`src/rtl/bios_loader_pkg.sv`:
```
// Shared loader definitions: FSM state encoding and HPS ioctl target ids.
package bios_loader_pkg;

    typedef enum logic [1:0] {
        ST_IDLE,
        ST_LOAD,
        ST_WRITE,
        ST_FINISH
    } ld_state_e;

    localparam logic [7:0] IDX_BIOS   = 8'd0;
    localparam logic [7:0] IDX_OPTROM = 8'd1;
    localparam logic [7:0] IDX_FONT   = 8'd2;

endpackage

```
`src/rtl/bios_loader.sv`:
```
// BIOS ROM loader: writes the HPS ioctl byte stream into BIOS memory,
// sums the image, and passes CPU reads through while idle.
module bios_loader
    import bios_loader_pkg::*;
#(
    parameter int              ADDR_W     = 16,
    parameter logic [ADDR_W-1:0] BASE_ADDR = 16'hE000,
    parameter int              IMAGE_SIZE = 8192,
    parameter logic [7:0]      INDEX      = IDX_BIOS
) (
    input  logic              clka,
    input  logic              reset,
    input  logic              ioctl_download,
    input  logic [7:0]        ioctl_index,
    input  logic              ioctl_wr,
    input  logic [24:0]       ioctl_addr,
    input  logic [7:0]        ioctl_data,
    output logic              ioctl_wait,
    input  logic              cpu_en,
    input  logic [ADDR_W-1:0] cpu_addr,
    output logic              cpu_hold,
    output logic              mem_ena,
    output logic              mem_wea,
    output logic [ADDR_W-1:0] mem_addra,
    output logic [7:0]        mem_dina,
    output logic              busy,
    output logic              done,
    output logic              cksum_ok,
    output logic [7:0]        checksum,
    output logic              overflow
);

    localparam int CNT_W = $clog2(IMAGE_SIZE) + 1;

    ld_state_e         state_q;
    logic              dl_q;
    logic              wait_q;
    logic              hold_q;
    logic              done_q;
    logic              ok_q;
    logic              ovf_q;
    logic [7:0]        sum_q;
    logic [7:0]        sum_d;
    logic [CNT_W-1:0]  cnt_q;
    logic [CNT_W-1:0]  cnt_d;
    logic [ADDR_W-1:0] addr_q;
    logic [7:0]        data_q;
    logic              start;
    logic              in_range;

    assign start    = ioctl_download & ~dl_q & (ioctl_index == INDEX);
    assign in_range = ioctl_addr < 25'(IMAGE_SIZE);
    assign sum_d    = sum_q + data_q;
    assign cnt_d    = (cnt_q == '1) ? cnt_q : cnt_q + 1'b1;

    always_ff @(posedge clka) begin
        dl_q <= ioctl_download;
        if (reset) begin
            state_q <= ST_IDLE;
            wait_q  <= 1'b0;
            hold_q  <= 1'b0;
            done_q  <= 1'b0;
            ok_q    <= 1'b0;
            ovf_q   <= 1'b0;
            sum_q   <= '0;
            cnt_q   <= '0;
            addr_q  <= '0;
            data_q  <= '0;
        end else begin
            unique case (state_q)
                ST_IDLE: begin
                    if (start) begin
                        state_q <= ST_LOAD;
                        sum_q   <= '0;
                        cnt_q   <= '0;
                        done_q  <= 1'b0;
                        ok_q    <= 1'b0;
                        ovf_q   <= 1'b0;
                        hold_q  <= 1'b1;
                    end
                end
                ST_LOAD: begin
                    if (ioctl_wr) begin
                        if (in_range) begin
                            addr_q  <= ioctl_addr[ADDR_W-1:0];
                            data_q  <= ioctl_data;
                            wait_q  <= 1'b1;
                            state_q <= ST_WRITE;
                        end else begin
                            ovf_q <= 1'b1;
                        end
                    end else if (!ioctl_download) begin
                        state_q <= ST_FINISH;
                    end
                end
                ST_WRITE: begin
                    // strobes seen here violate the handshake and are ignored
                    sum_q   <= sum_d;
                    cnt_q   <= cnt_d;
                    wait_q  <= 1'b0;
                    state_q <= ioctl_download ? ST_LOAD : ST_FINISH;
                end
                ST_FINISH: begin
                    done_q  <= 1'b1;
                    ok_q    <= (sum_q == 8'h00) &&
                               (cnt_q == CNT_W'(IMAGE_SIZE));
                    hold_q  <= 1'b0;
                    state_q <= ST_IDLE;
                end
                default: state_q <= ST_IDLE;
            endcase
        end
    end

    always_comb begin
        mem_ena   = 1'b0;
        mem_wea   = 1'b0;
        mem_addra = BASE_ADDR + addr_q;
        unique case (state_q)
            ST_IDLE: begin
                mem_ena   = cpu_en;
                mem_addra = cpu_addr;
            end
            ST_WRITE: begin
                mem_ena = 1'b1;
                mem_wea = 1'b1;
            end
            default: ;
        endcase
    end

    assign mem_dina   = data_q;
    assign ioctl_wait = wait_q;
    assign cpu_hold   = hold_q;
    assign busy       = (state_q != ST_IDLE);
    assign done       = done_q;
    assign cksum_ok   = ok_q;
    assign checksum   = sum_q;
    assign overflow   = ovf_q;

endmodule

```
`config.mk`:
```
export PLATFORM = sky130hd
export DESIGN_NAME = bios_loader
export DESIGN_NICKNAME = d
export VERILOG_FILES = /design/src/rtl/bios_loader_pkg.sv /design/src/rtl/bios_loader.sv
export SDC_FILE = /design/constraint.sdc
export NUM_CORES = 1
export LEC_CHECK = 0
export BUFFER_PORTS_ARGS = -buffer_cell sky130_fd_sc_hd__clkbuf_2
export CAP_MARGIN = 30
export CELL_PAD_IN_SITES_DETAIL_PLACEMENT = 1
export CELL_PAD_IN_SITES_GLOBAL_PLACEMENT = 2
export CORE_ASPECT_RATIO = 2
export CORE_MARGIN = 3
export CORE_UTILIZATION = 25
export CTS_CLUSTER_DIAMETER = 100
export DETAILED_ROUTE_END_ITERATION = 6
export PLACE_DENSITY = 0.89
export RECOVER_POWER = 25
export SLEW_MARGIN = 20
export SYNTH_ARGS = -nofsm -noshare
export SYNTH_HDL_FRONTEND = slang
export SYNTH_SLANG_ARGS = --single-unit
```
`constraint.sdc`:
```
create_clock -name clka -period 1.9 [get_ports clka]
set_input_delay 0.19 -clock clka [delete_from_list [all_inputs] [get_ports clka]]
set_output_delay 0.19 -clock clka [all_outputs]
set_load 0.02 [all_outputs]
```
==> results.tsv <==
stage	metric	value	unit
route	drtPass1Iterations	4	
synthesis	yosys.area_share.simple	27.4	%
synthesis	yosysSeqAreaShare	39.9	%
timing	hold_violations	0	
grt	grt_first_pass_wirelength	15000	um
synthesis	syn_inst	325	
placement	numPortBuffers	101	
finish	final_nets	510	
cts	clockBufferDepth	2	
power_and_ir_drop	powerDensity	633	nW/um2
power_and_ir_drop	p_leak	1.50	nW
die	core_area	10500	um2
route	drtIter0Drc	119	
critical_path	critPathMaxStageDelay	350	ps
die	floorplan.initialDensity	25.7	%
cts	clkLatencyLatePin	300	ps
timing	final-setup-viol-count	0	
critical_path	critPathTopFamily	buffers and inverters	
timing	clock_skew	7.00	ps
timing	min_period	1810	ps
worst_hold_path	hold_class	in2reg	
cts	numCtsBuffers	5	
synthesis	synth-xor-area-share	4.53	%
placement	dpl-instance-area	3520	um2
synthesis	async_flop_share	0	%
critical_path	worstSetupPathType	reg2out	
cts	cts_hold_buffers	0	
synthesis	synth_compound_area_share	12.5	%
timing	tightest_slew	546	ps
grt	overflow	0	
finish	utilization	35.1	%
die	boundaryPins	102	
placement	hpwl	7340	um
critical_path	cp_max_fo	11	
finish	design_area	3700	um2
synthesis	syn-cell-area	2710	um2
synthesis	syn-num-nets	398	
grt	first_global_vias	3107	
die	dieWidth	79.6	um
grt	antenna_found_initial	0	
route	drc	0	
synthesis	syn_avg_cell_area	8.33	um2
synthesis	synth.top_cell.area_share	39.9	%
power_and_ir_drop	peakVddDrop	0.000363	V
synthesis	ys_types	46	
critical_path	worstSetupEndpointType	primary output	
finish	diodes	0	
cts	clkTransAtPathRegs	70	ps
finish	layout-area-overhead-vs-synth	36.8	%
timing	timing.fmax	552	MHz
critical_path	required	1710	ps
critical_path	critPathBufInv	3	
route	antenna_left	0	
route	vias_per_cell	4.93	
die	dieArea	12200	um2
power_and_ir_drop	power	2.34	mW
die	fp.dieH	153	um
synthesis	synth_warnings	0	
critical_path	cp_common_cell	buf_4	
die	rows	53	
route	num_vias	2832	
synthesis	synth.largest_area_cell	dfxtp_1	
cts	cts_tree	built	
timing	relSlewSlack	63.3	%
synthesis	synth_edf_count	0	
timing	final-max-slew-violation-count	0	
finish	n_fill_cell	1303	
placement	gp_congestion	0.789	
finish	drive_above_1_share	31.7	%
grt	grt_max_degree	24	
cts	root_buffer	clkbuf_16	
grt	track_usage	15.6	%
route	wire_per_inst	16.0	um
synthesis	ys_top_cells_by_area	dfxtp_1, nand2_1, a21oi_1	
synthesis	yosys.area_share.adder	5.36	%
critical_path	cp_slowest_cell	mux2_2	
synthesis	synth_top_flop_cell	dfxtp_1	
synthesis	ys_ff_latch	54	
critical_path	path_cells	buf_4 -> nor2_4 -> buf_4 -> mux2_2 -> clkbuf_2	
synthesis	synthMuxAreaShare	6.20	%
critical_path	worst_setup_path_start_kind	flop	
critical_path	critPathArrivalTime	1620	ps
synthesis	synth_top_family_by_area	simple AND/OR/NAND/NOR gates	
cts	htreeDepth	2	
timing	fin_crit_sh	95.4	%
status	status	completed	
route	wl	9220	um
cts	clkSinkCount	54	
run	drv_cap	0	
-- sequential cells by signal (all words and copies together) (netlist names), 2 cells and up --
register	flops
state_q	2
mem_dina	8
cnt_q	14
checksum	8
addr_q	16
-- per-layer routing --
metal | GRT usage [%] | routed length (um)
met1 | 14.5 | 2940
met2 | 30.7 | 5450
met3 | 2.42 | 378
met4 | 8.36 | 442
met5 | 0 | 0
-- repair_timing --
| action | CTS | global route |
|---|---|---|
| buffers inserted | 0 | 0 |
| endpoints found under the hold margin | 0 | 0 |
| pin swaps | 0 | 2 |
| gates resized for setup | 6 | 6 |
| gates cloned | 0 | 0 |
| setup endpoints to repair | 17 | 5 |
-- synthesized netlist by cell type, types with 2 or more instances --
library cell,number
nand4_1,10
or3_1,6
xor2_1,2
dfxtp_1,54
a21oi_1,34
nor2b_1,3
ha_1,10
clkbuf_1,13
nand2_1,55
nand2b_1,2
nand3_1,11
and3_1,3
or4_1,3
inv_1,9
xnor2_1,12
a22oi_1,4
nor3_1,2
o31ai_1,3
nor2_1,24
mux2_2,13
o21ai_0,9
a32oi_1,2
buf_2,4
nor4_1,15
-- report_power, final --
| group | leakage, nW | switching (mW) | internal, mW |
|---|---|---|---|
| sequential | 0.436 | 0.000944 | 1.13 |
| clock | 0.0836 | 0.429 | 0.618 |
| combinational | 0.980 | 0.0864 | 0.0776 |
-- cells by family (layout without fill, tap and decap cells) --
group,Yosys count,in the layout
AO/OA/AOI/OAI,59,59
XOR/XNOR,14,14
adder cells (fa/ha/maj),11,11
buffers and inverters,28,141
flip-flops,54,54
multiplexers,15,15
AND/OR/NAND/NOR,144,144
-- through the flow --
step                      setup slack [ps]  instances  setup TNS, ps  hold slack, ps
after floorplan                       10.5        325              0             218
after global placement                58.1        567              0             342
after detailed placement             -27.0        567          -35.8             345
after CTS                             27.6        575              0            34.8
after global routing             -0.000888        575              0            79.3
final                                 86.9        575              0            73.9
-- path summary, 6_finish.rpt --
kind	from	to	slack, ps	depth (start not counted)
setup / recovery	state_q[0]	mem_addra[10]	90	5
hold / removal	ioctl_download	dl_q	70	1
setup reg to reg	dl_q	cnt_q[13]	110	5
hold reg to reg	addr_q[4]	addr_q[4]	450	2
-- layout by cell type (no fill, tap or decap), types with 2 or more instances in the layout --
| cell | n |
|---|---|
| a21oi_1 | 33 |
| a22oi_1 | 4 |
| a32oi_1 | 2 |
| and3_1 | 3 |
| buf_12 | 2 |
| buf_4 | 19 |
| clkbuf_1 | 22 |
| clkbuf_16 | 5 |
| clkbuf_2 | 79 |
| clkinv_2 | 2 |
| dfxtp_1 | 52 |
| dfxtp_2 | 2 |
| ha_1 | 8 |
| inv_1 | 9 |
| mux2_2 | 13 |
| nand2_1 | 55 |
| nand2b_1 | 2 |
| nand3_1 | 11 |
| nand4_1 | 10 |
| nor2_1 | 23 |
| nor2b_1 | 3 |
| nor3_1 | 2 |
| nor4_1 | 15 |
| o21ai_0 | 8 |
| o31ai_1 | 3 |
| or3_1 | 5 |
| or4_1 | 3 |
| xnor2_1 | 12 |
| xor2_1 | 2 |
-- cell type report --
type                       count  area, um2  area share [%]
multi-input combinational    243       1570            42.5
sequential                    54       1080            29.3
timing repair buffer         123        672            18.2
tap                          137        171            4.63
clock buffer                   5        125            3.38
clock inverter                 3       40.0            1.08
inverter                      10       37.5            1.01
Power figures use the tool's default switching activity.
